--- src/rtl/crc_engine_param_if.sv ---
// Handshake and result bundle for crc_engine_param: frame control, input word
// stream and CRC/verdict outputs. The engine is the slave, the frame source
// is the master.
interface crc_engine_param_if #(
    parameter int unsigned CRC_W  = 16,
    parameter int unsigned DATA_W = 8,
    parameter int unsigned OUT_W  = 8
);
    logic              start;
    logic              check_mode;
    logic [CRC_W-1:0]  seed;
    logic              in_valid;
    logic [DATA_W-1:0] in_data;
    logic              in_ready;
    logic              busy;
    logic              crc_valid;
    logic [OUT_W-1:0]  crc_out;
    logic              crc_last;
    logic              frame_done;
    logic              crc_ok;
    logic              crc_err;

    modport slave (
        input  start, check_mode, seed, in_valid, in_data,
        output in_ready, busy, crc_valid, crc_out, crc_last, frame_done, crc_ok, crc_err
    );

    modport master (
        output start, check_mode, seed, in_valid, in_data,
        input  in_ready, busy, crc_valid, crc_out, crc_last, frame_done, crc_ok, crc_err
    );
endinterface

--- src/rtl/crc_engine_param.sv ---
// crc_engine_param: bit-serial, MSB-first CRC engine with runtime seed.
// Generate mode streams the CRC out least-significant chunk first; check mode
// takes the received CRC (most-significant word first) after the payload and
// reports match/mismatch. No reflection and no final XOR.
// Legal parameters: CRC_W >= DATA_W, CRC_W % DATA_W == 0, CRC_W % OUT_W == 0,
// FRAME_LEN in 1..255.
module crc_engine_param #(
    parameter int unsigned      CRC_W     = 16,
    parameter logic [CRC_W-1:0] POLY      = CRC_W'(16'h1021),
    parameter int unsigned      DATA_W    = 8,
    parameter int unsigned      FRAME_LEN = 8,
    parameter int unsigned      OUT_W     = 8
) (
    input  logic               clk,
    input  logic               reset_n,
    crc_engine_param_if.slave  bus
);

    localparam int unsigned NumRxWords = CRC_W / DATA_W;
    localparam int unsigned NumChunks  = CRC_W / OUT_W;
    localparam int unsigned BitCntW    = $clog2(DATA_W) + 1;

    localparam logic [7:0]         FrameLenCnt  = 8'(FRAME_LEN);
    localparam logic [7:0]         LastRxIdx    = 8'(NumRxWords - 1);
    localparam logic [7:0]         LastChunkIdx = 8'(NumChunks - 1);
    localparam logic [BitCntW-1:0] LastBit      = BitCntW'(DATA_W - 1);

    // StDone is the single end-of-frame cycle: compare result in check mode,
    // the pulse after the last chunk in generate mode.
    typedef enum logic [2:0] {
        StIdle,
        StAccept,
        StShift,
        StRxCrc,
        StEmit,
        StDone
    } state_e;

    state_e             state_q, state_d;
    logic [CRC_W-1:0]   crc_q, crc_d;
    logic [CRC_W-1:0]   rx_q, rx_d;
    logic               mode_q, mode_d;
    logic [7:0]         word_cnt_q, word_cnt_d;
    logic [BitCntW-1:0] bit_cnt_q, bit_cnt_d;
    logic [7:0]         word_inc;

    logic               crc_valid_q, crc_valid_d;
    logic [OUT_W-1:0]   crc_out_q, crc_out_d;
    logic               crc_last_q, crc_last_d;
    logic               frame_done_q, frame_done_d;
    logic               crc_ok_q, crc_ok_d;
    logic               crc_err_q, crc_err_d;

    // Next-state, datapath and registered-output decode.
    // word_cnt counts payload words, then is reused for received-CRC words
    // (check) or emitted chunks (generate).
    always_comb begin
        state_d      = state_q;
        crc_d        = crc_q;
        rx_d         = rx_q;
        mode_d       = mode_q;
        word_cnt_d   = word_cnt_q;
        bit_cnt_d    = bit_cnt_q;
        crc_valid_d  = 1'b0;
        crc_out_d    = '0;
        crc_last_d   = 1'b0;
        frame_done_d = 1'b0;
        crc_ok_d     = 1'b0;
        crc_err_d    = 1'b0;
        word_inc     = word_cnt_q + 8'd1;

        unique case (state_q)
            StIdle: begin
                if (bus.start) begin
                    crc_d      = bus.seed;
                    rx_d       = '0;
                    mode_d     = bus.check_mode;
                    word_cnt_d = '0;
                    state_d    = StAccept;
                end
            end

            StAccept: begin
                if (bus.in_valid) begin
                    crc_d     = crc_q ^ (CRC_W'(bus.in_data) << (CRC_W - DATA_W));
                    bit_cnt_d = '0;
                    state_d   = StShift;
                end
            end

            StShift: begin
                crc_d     = crc_q[CRC_W-1] ? ((crc_q << 1) ^ POLY) : (crc_q << 1);
                bit_cnt_d = bit_cnt_q + BitCntW'(1);
                if (bit_cnt_q == LastBit) begin
                    if (word_inc < FrameLenCnt) begin
                        word_cnt_d = word_inc;
                        state_d    = StAccept;
                    end else begin
                        word_cnt_d = '0;
                        if (mode_q) begin
                            state_d = StRxCrc;
                        end else begin
                            // Load chunk 0 now so it is visible in the first EMIT cycle.
                            state_d     = StEmit;
                            crc_valid_d = 1'b1;
                            crc_out_d   = crc_d[OUT_W-1:0];
                            crc_last_d  = (NumChunks == 1);
                        end
                    end
                end
            end

            StRxCrc: begin
                if (bus.in_valid) begin
                    rx_d = (rx_q << DATA_W) | CRC_W'(bus.in_data);
                    if (word_cnt_q == LastRxIdx) begin
                        state_d      = StDone;
                        word_cnt_d   = '0;
                        frame_done_d = 1'b1;
                        crc_ok_d     = (rx_d == crc_q);
                        crc_err_d    = (rx_d != crc_q);
                    end else begin
                        word_cnt_d = word_inc;
                    end
                end
            end

            StEmit: begin
                if (word_cnt_q == LastChunkIdx) begin
                    state_d      = StDone;
                    word_cnt_d   = '0;
                    frame_done_d = 1'b1;
                end else begin
                    word_cnt_d  = word_inc;
                    crc_valid_d = 1'b1;
                    crc_out_d   = crc_q[32'(word_inc) * OUT_W +: OUT_W];
                    crc_last_d  = (word_inc == LastChunkIdx);
                end
            end

            StDone: begin
                state_d = StIdle;
            end

            default: begin
                state_d = StIdle;
            end
        endcase
    end

    // State and registered outputs; synchronous active-low reset.
    always_ff @(posedge clk) begin
        if (!reset_n) begin
            state_q      <= StIdle;
            crc_q        <= '0;
            rx_q         <= '0;
            mode_q       <= 1'b0;
            word_cnt_q   <= '0;
            bit_cnt_q    <= '0;
            crc_valid_q  <= 1'b0;
            crc_out_q    <= '0;
            crc_last_q   <= 1'b0;
            frame_done_q <= 1'b0;
            crc_ok_q     <= 1'b0;
            crc_err_q    <= 1'b0;
        end else begin
            state_q      <= state_d;
            crc_q        <= crc_d;
            rx_q         <= rx_d;
            mode_q       <= mode_d;
            word_cnt_q   <= word_cnt_d;
            bit_cnt_q    <= bit_cnt_d;
            crc_valid_q  <= crc_valid_d;
            crc_out_q    <= crc_out_d;
            crc_last_q   <= crc_last_d;
            frame_done_q <= frame_done_d;
            crc_ok_q     <= crc_ok_d;
            crc_err_q    <= crc_err_d;
        end
    end

    assign bus.in_ready   = (state_q == StAccept) || (state_q == StRxCrc);
    assign bus.busy       = (state_q != StIdle);
    assign bus.crc_valid  = crc_valid_q;
    assign bus.crc_out    = crc_out_q;
    assign bus.crc_last   = crc_last_q;
    assign bus.frame_done = frame_done_q;
    assign bus.crc_ok     = crc_ok_q;
    assign bus.crc_err    = crc_err_q;

endmodule

--- src/flat_wrapper.sv ---
// flat-port wrapper written by rule: the top's interface ports become plain ports
module crc_engine_param_flat 
#(
    parameter int unsigned      CRC_W     = 16,
    parameter logic [CRC_W-1:0] POLY      = CRC_W'(16'h1021),
    parameter int unsigned      DATA_W    = 8,
    parameter int unsigned      FRAME_LEN = 8,
    parameter int unsigned      OUT_W     = 8
)
  (clk, reset_n, bus_start, bus_check_mode, bus_seed, bus_in_valid, bus_in_data, bus_in_ready, bus_busy, bus_crc_valid, bus_crc_out, bus_crc_last, bus_frame_done, bus_crc_ok, bus_crc_err);
  crc_engine_param_if #(.CRC_W(CRC_W), .DATA_W(DATA_W), .OUT_W(OUT_W)) bus_i ();
  input  logic clk;
  input  logic reset_n;
  input wire logic [$bits(bus_i.start)-1:0] bus_start;
  input wire logic [$bits(bus_i.check_mode)-1:0] bus_check_mode;
  input wire logic [$bits(bus_i.seed)-1:0] bus_seed;
  input wire logic [$bits(bus_i.in_valid)-1:0] bus_in_valid;
  input wire logic [$bits(bus_i.in_data)-1:0] bus_in_data;
  output wire logic [$bits(bus_i.in_ready)-1:0] bus_in_ready;
  output wire logic [$bits(bus_i.busy)-1:0] bus_busy;
  output wire logic [$bits(bus_i.crc_valid)-1:0] bus_crc_valid;
  output wire logic [$bits(bus_i.crc_out)-1:0] bus_crc_out;
  output wire logic [$bits(bus_i.crc_last)-1:0] bus_crc_last;
  output wire logic [$bits(bus_i.frame_done)-1:0] bus_frame_done;
  output wire logic [$bits(bus_i.crc_ok)-1:0] bus_crc_ok;
  output wire logic [$bits(bus_i.crc_err)-1:0] bus_crc_err;
  assign bus_i.start = bus_start;
  assign bus_i.check_mode = bus_check_mode;
  assign bus_i.seed = bus_seed;
  assign bus_i.in_valid = bus_in_valid;
  assign bus_i.in_data = bus_in_data;
  assign bus_in_ready = bus_i.in_ready;
  assign bus_busy = bus_i.busy;
  assign bus_crc_valid = bus_i.crc_valid;
  assign bus_crc_out = bus_i.crc_out;
  assign bus_crc_last = bus_i.crc_last;
  assign bus_frame_done = bus_i.frame_done;
  assign bus_crc_ok = bus_i.crc_ok;
  assign bus_crc_err = bus_i.crc_err;
  crc_engine_param #(.CRC_W(CRC_W), .POLY(POLY), .DATA_W(DATA_W), .FRAME_LEN(FRAME_LEN), .OUT_W(OUT_W)) u_core (.clk(clk), .reset_n(reset_n), .bus(bus_i));
endmodule
--- config.mk ---
export PLATFORM = sky130hd
export DESIGN_NAME = crc_engine_param_flat
export DESIGN_NICKNAME = d
export VERILOG_FILES = /design/src/rtl/crc_engine_param_if.sv /design/src/rtl/crc_engine_param.sv /design/src/flat_wrapper.sv
export SDC_FILE = /design/constraint.sdc
export NUM_CORES = 1
export LEC_CHECK = 0
export ABC_AREA = 1
export BUFFER_PORTS_ARGS = -buffer_cell sky130_fd_sc_hd__buf_2
export CAP_MARGIN = 30
export CORE_ASPECT_RATIO = 1.1
export CORE_MARGIN = 1
export CORE_UTILIZATION = 45
export DETAILED_ROUTE_END_ITERATION = 12
export PLACE_DENSITY_LB_ADDON = 0.05
export SYNTH_ARGS = -nofsm -noshare
export SYNTH_HDL_FRONTEND = slang
export SYNTH_SLANG_ARGS = --single-unit
--- constraint.sdc ---
create_clock -name clk -period 1.7 [get_ports clk]
set_clock_uncertainty 0.05 [all_clocks]
set_input_delay 0.17 -clock clk [delete_from_list [all_inputs] [get_ports clk]]
set_output_delay 0.17 -clock clk [all_outputs]
set_load 0.05 [all_outputs]
After elaboration in Yosys (flattened, before gate mapping):

Cells that the tools add are included.

* bits of input ports: 29
* output and inout port bits: 15
* flip-flop bits (word level): 53
* logic and storage cells: 85

* shift-type cells: 1
* add/sub/neg operators: 2
* reductions and logical operators: 15
* muxes and demuxes: 36
* order comparisons: 1
* eq/ne operators: 13
* bitwise operators: 5

Operators with widths (count)
* 2-to-1 mux 8 bit: 11
* case mux 16 bit (3 select lines): 1
* 2-to-1 mux 16 bit: 2
* case mux 8 bit (2 select lines): 2
* case mux 8 bit (4 select lines): 1
* 2-to-1 mux 3 bit: 7
* == test 16 bit: 1
* == test 8 x 1 -> 1 bit, second input constant: 2
* inequality test 16 bit: 1
* OR 16 x 8 -> 16 bit: 1
* variable part select 16 x 12 -> 8 bit: 1
* bitwise XOR 16 bit: 1
* case mux 3 bit (5 select lines): 1
* 2-to-1 mux 13 bit: 1
* AND reduction 4 bit: 3
* adder 8 x 1 -> 8 bit, second input constant: 1
* < comparator 8 x 4 -> 1 bit, second input constant: 1
* case mux 4 bit (2 select lines): 1
* == test 3 x 2 -> 1 bit, second input constant: 2
* 2-to-1 mux 1 bit: 6
* inequality test 2 bit, second input constant: 3
* AND reduction 3 bit: 2
* nonzero test 3 bit: 2
* adder 4 x 1 -> 4 bit, second input constant: 1
* 14 further kinds: 18

Logic depth before layout (Yosys ltp):

* depth after elaboration: 6
* depth in mapped cells: 13
* gate-level depth less buffers: 12

Least setup slack after synthesis:

No wires, ideal clock.

* path type: register to register
* start: reg u_core.state_q[0]
* end: reg u_core.rx_q[1]
* cell stages (with the launch flop): 10
* clock period less this slack: 2.187 ns
* arrival: 2.001 ns
* path slack: -0.487 ns
* library setup time: 0.136 ns
* buffers on the path: 2
* required time: 1.514 ns
* cells stage by stage: dfxtp_1 > inv_2 > nor2_1 > nand2_1 > inv_2 > buf_4 > o21ai_4 > buf_4 > a21oi_1 > a211oi_2

* word-level cells in the longest chain between the ends: 3
* elaborated cells between the ends (all ways): 7
* those cells by class: 3 x eq/ne; 1 x mux; 3 x reduce/logical

Ends and longest elaborated chain
* from (decl): line crc_engine_param.sv:39 `state_e state_q, state_d;`
* from (signal assigned): line crc_engine_param.sv:154 `state_q <= StIdle;`
* from (signal assigned): line crc_engine_param.sv:167 `state_q <= state_d;`
* == test 3 x 2 -> 1 bit or logical NOT 3 bit (tied branches): line crc_engine_param.sv:72 `unique case (state_q)`
* inequality test 2 bit (no line) or nonzero test 2 bit (tied branches)
* AND reduction 3 bit (no line)
* to (signal assigned): line crc_engine_param.sv:169 `rx_q <= rx_d;`
* to (decl): line crc_engine_param.sv:41 `logic [CRC_W-1:0] rx_q, rx_d;`

Several ways; a longest one is shown, not always the timed one.
A chain may end at the register's enable or synchronous reset.

Final worst setup path:

* start: reg u_core.word_cnt_q[1]
* end: reg u_core.crc_out_q[4] (netlist: u_core.bus.crc_out[4])

* word-level cells in the longest chain between the ends: 5
* elaborated cells between the ends (all ways): 8
* those cells by class: 1 x add/sub; 1 x order compare; 1 x eq/ne; 1 x shift; 4 x mux

Ends and longest elaborated chain
* from (decl): line crc_engine_param.sv:43 `logic [7:0] word_cnt_q, word_cnt_d;`
* from (signal assigned): line crc_engine_param.sv:171 `word_cnt_q <= word_cnt_d;`
* adder 8 x 1 -> 8 bit: line crc_engine_param.sv:70 `word_inc = word_cnt_q + 8'd1;`
* < comparator 8 x 4 -> 1 bit: line crc_engine_param.sv:95 `if (word_inc < FrameLenCnt) begin`
* 2-to-1 mux 8 bit: line crc_engine_param.sv:95
* 2-to-1 mux 8 bit: line crc_engine_param.sv:94 `if (bit_cnt_q == LastBit) begin`
* case mux 8 bit (2 select lines) *: line crc_engine_param.sv:72
* to (signal assigned): line crc_engine_param.sv:174 `crc_out_q <= crc_out_d;`
* to (decl): line crc_engine_param.sv:48 `logic [OUT_W-1:0] crc_out_q, crc_out_d;`

Mark *: on every way between the ends. The rest lies on a longest branch, timed or not.

==> results.md <==
* VDD IR max at between 1000 and 1500 uV
* Post-Synth XOR/XNOR Area at 0.0617
* Final RePlAce weighted congestion at 0.933
* Final Instance Area at 0.00375 mm2
* WP data required at 1.90 ns
* Combinational group share of total power at 0.544
* CP Class: flip-flop to flip-flop
* Vias in the first global route at between 2000 and 3000
* Peak Freq at around 600 MHz
* GR Util All Layers at 0.241
* Largest net degree at the start of global routing at 25
* Final Instance Count excl. Fillers at 581
* Critical Path End Type: flip-flop
* Flop pwr share at 0.315
* Placeable core area at 0.00627 mm2
* DP Wirelength at 5820 um
* Crit path buf inv count at 1
* Clock Tree Root: clkbuf_8
* Starting Density at 0.476
* Full die area at 0.00696 mm2
* Post-Synth Adder-Cell Area at 0.0168
* H-tree levels at 2
* Clock latency on the worst-skew pair at 0.31 ns
* Power per cell area at 1620 mW/mm2
* CTS tree: yes
* Post-Syn Area per Cell at 6.79 um2
* Sink Count at 53
* Int Pwr at 3.26 mW
* Vias per std cell at 5.19
* Compound-Gate Fraction of Synth Area at 0.192
* Largest area contributor in the netlist: dfxtp_1
* WP data arrival at 1.86 ns
* DRT antenna net count at 0
* TritonCTS buffer count at 5
* Yosys reg bits at 53
* Reg2Reg Setup Slack at 0.04 ns
* Worst rel slew slack at 0.751
* Post-Syn Nets at 472
* Final WL at around 8000 um
* Hold Violations, Final at 0
* Crit path max-delay cell type: dfxtp_4
* Post-synthesis cell type count at 30
* NetSw at approximately 2.8 mW
* Total congestion overflow at 0
* First-pass GRT wire length at roughly 13000 um
* Initial drt markers at 150
* Startpoint types: flip-flop
* Nets at ~530
* Hold WC Path Type: primary input to flip-flop
* Outcome: complete, no violations
* Die Wd at 79.6 um
* Synth area leaders: dfxtp_1 (36%), nand2_1 (11%), a21oi_1 (8.9%), nor2_1 (7.6%), inv_1 (5.3%)
* Die Y at 87.4 um
* Synth top area share at 0.356
* # diodes at 0
* CP peak stage delay at 0.38 ns
* Crit-path max FO at 5
* Routed len/inst at roughly 14 um
* Synthesized area at 0.00298 mm2
* Switching Share at 0.464
* P_leak at about 1.6 nW
* Initial antenna violation count at 0
* CTS Buffer Depth at 2
* Post-synth EDFFs at 0
* Final-report setup violation count at 0
* CP Cell Sequence: ha_4 -> buf_6 -> nand4_1 -> nand2_1 -> nand2_2 -> nor2_4 -> nand2_4 -> nand2_4 -> nor2_4 -> nand2_1 -> a21oi_1
* Clk slew on worst S/H paths at 0.10 ns
* Area growth syn-to-layout at 25.8%
* Simple-gate portion of the synthesized area at 0.281
* Port Buffers at 43
* Post-synthesis mux area share at 0
* Max-cap violation count at 0
* Clock power share at 0.141
* Unrepaired setup endpoints after global routing: yes
* List of most frequent post-synthesis cells: nand2_1 (91), nor2_1 (60), a21oi_1 (53), dfxtp_1 (53), inv_1 (42)
* Delay-heaviest family, CP: simple AND/OR/NAND/NOR gates
* Largest family of logic cells by synthesized area: simple AND/OR/NAND/NOR gates
* Post-CTS Hold Fix Bufs at 0
* IO Pins at 44
* Placed cell areas at 0.00339 mm2
* Tcrit/Tclk final at 0.977
* Slew Limit Fails at 0
* Asr flop ratio synth at 0
* Drt pass-1 iters at 4
* Fin crit period at 1.66 ns
* Worst Tran Pin Value at 0.370 ns
* Sequential area share after synthesis at 0.356
* Share of layout cells above drive strength 1 at 0.275
* Vias at 3017
* Inst Count DP at 566
* Dominant register cell in the synthesized netlist: dfxtp_1
* # rows at 30
* Most instantiated library cell after synthesis: nand2_1
* Synthesized instance count at 439
* DRC viols at 0
* Warnings from Yosys at 0
==> layer usage <==
metal,up-vias,share of wire,track usage
li1,1557,-,-
met1,1375,0.47,0.332
met2,79,0.47,0.377
met3,6,0.051,0.0356
met4,0,0.012,0.0876
met5,-,0,0
==> cell families after synthesis <==
kind of cell / after synthesis
simple gates: 198
compound gates: 96
buf+inv: 67
flops: 53
xor+xnor: 21
fa+ha+maj: 4
==> power groups by stage <==
stage / combinational (mW) / sequential [mW] / clock (mW)
2_1_floorplan: 2.25 / 1.85 / 0
3_3_place_gp: 3.02 / 1.88 / 0
3_5_place_dp: 3.05 / 1.88 / 0
4_1_cts: 3.08 / 1.86 / 0.867
5_1_grt: 3.66 / 1.96 / 0.916
6_report: 3.31 / 1.92 / 0.857
==> sequential cells by signal, summed over array words and instances, names as in the netlist <==
| name | count |
|---|---|
| u_core.bus.crc_ok | 1 |
| u_core.bus.crc_err | 1 |
| u_core.bus.frame_done | 1 |
| u_core.mode_q | 1 |
| u_core.bit_cnt_q | 4 |
| u_core.bus.crc_out | 8 |
| u_core.crc_q | 16 |
| u_core.word_cnt_q | 8 |
| u_core.bus.crc_valid | 1 |
| u_core.rx_q | 8 |
| u_core.state_q | 3 |
| u_core.bus.crc_last | 1 |
==> timing repair <==
action / in CTS / in global routing
setup endpoints to repair: 9 / 48
buffers inserted: 0 / 7
gates cloned: 1 / 0
pin swaps: 1 / 24
resized for setup: 3 / 58
==> cells in the final DEF (no fill, tap or decap), types with 4 or more instances in the layout <==
cell type  netlist  final
nand2_4          0      5
inv_1           42     42
dfxtp_4          0      5
nand2_2          5     13
o21ai_0         18     15
inv_2            7      7
buf_4            5     23
a211oi_1         9      9
nor2_2           2      6
nand2_1         91     78
dfxtp_2          0      4
xnor2_1         18     18
dfxtp_1         53     44
a211oi_2         4      4
nor2_1          60     52
a21oi_1         53     50
o21ai_1          3      5
nor2_4           1      6
buf_2            5     43
clkbuf_8         0      5
nand4_1          9      9
o221ai_1         6      6
nand3_1         22     19
==> tightest hold or removal path: cells and delay by family <==
family / cells / cell delay, ns
buffers and inverters: 1 / 0.11
AND/OR/NAND/NOR: 1 / 0.07
AO/OA/AOI/OAI: 1 / 0.06
==> stage by stage <==
stage | util | setup WS [ns] | hold WS [ns] | TNS [ns] | total power, mW
2_1_floorplan | - | 0.00190 | 0.279 | 0 | 4.10
3_3_place_gp | 0.540 | -0.0297 | 0.399 | -0.177 | 4.90
3_5_place_dp | 0.540 | -0.103 | 0.418 | -0.711 | 4.93
4_1_cts | 0.560 | 0.00569 | 0.0863 | 0 | 5.80
5_1_grt | 0.598 | -0.0624 | 0.104 | -0.312 | 6.54
6_report | 0.598 | 0.0392 | 0.0862 | 0 | 6.08
==> final timing paths <==
path	depth (start not counted)	to	startpoint
worst max-delay path	11	u_core.bus.crc_out[4]	u_core.word_cnt_q[1]
worst max register to register	11	u_core.bus.crc_out[4]	u_core.word_cnt_q[1]
worst min register to register	1	u_core.bit_cnt_q[0]	u_core.bit_cnt_q[0]
worst min-delay path	3	u_core.mode_q	bus_start
==> area by class of cell <==
class / instances / area (um2)
repair buffers: 71 / 462
flip-flops and latches: 53 / 1080
multi-input cells: 320 / 1810
well taps: 80 / 100
clock inverters: 2 / 35.0
fillers: 610 / 2520
clock buffers: 5 / 68.8
inverters: 50 / 188
Power figures use the tool's default switching activity.
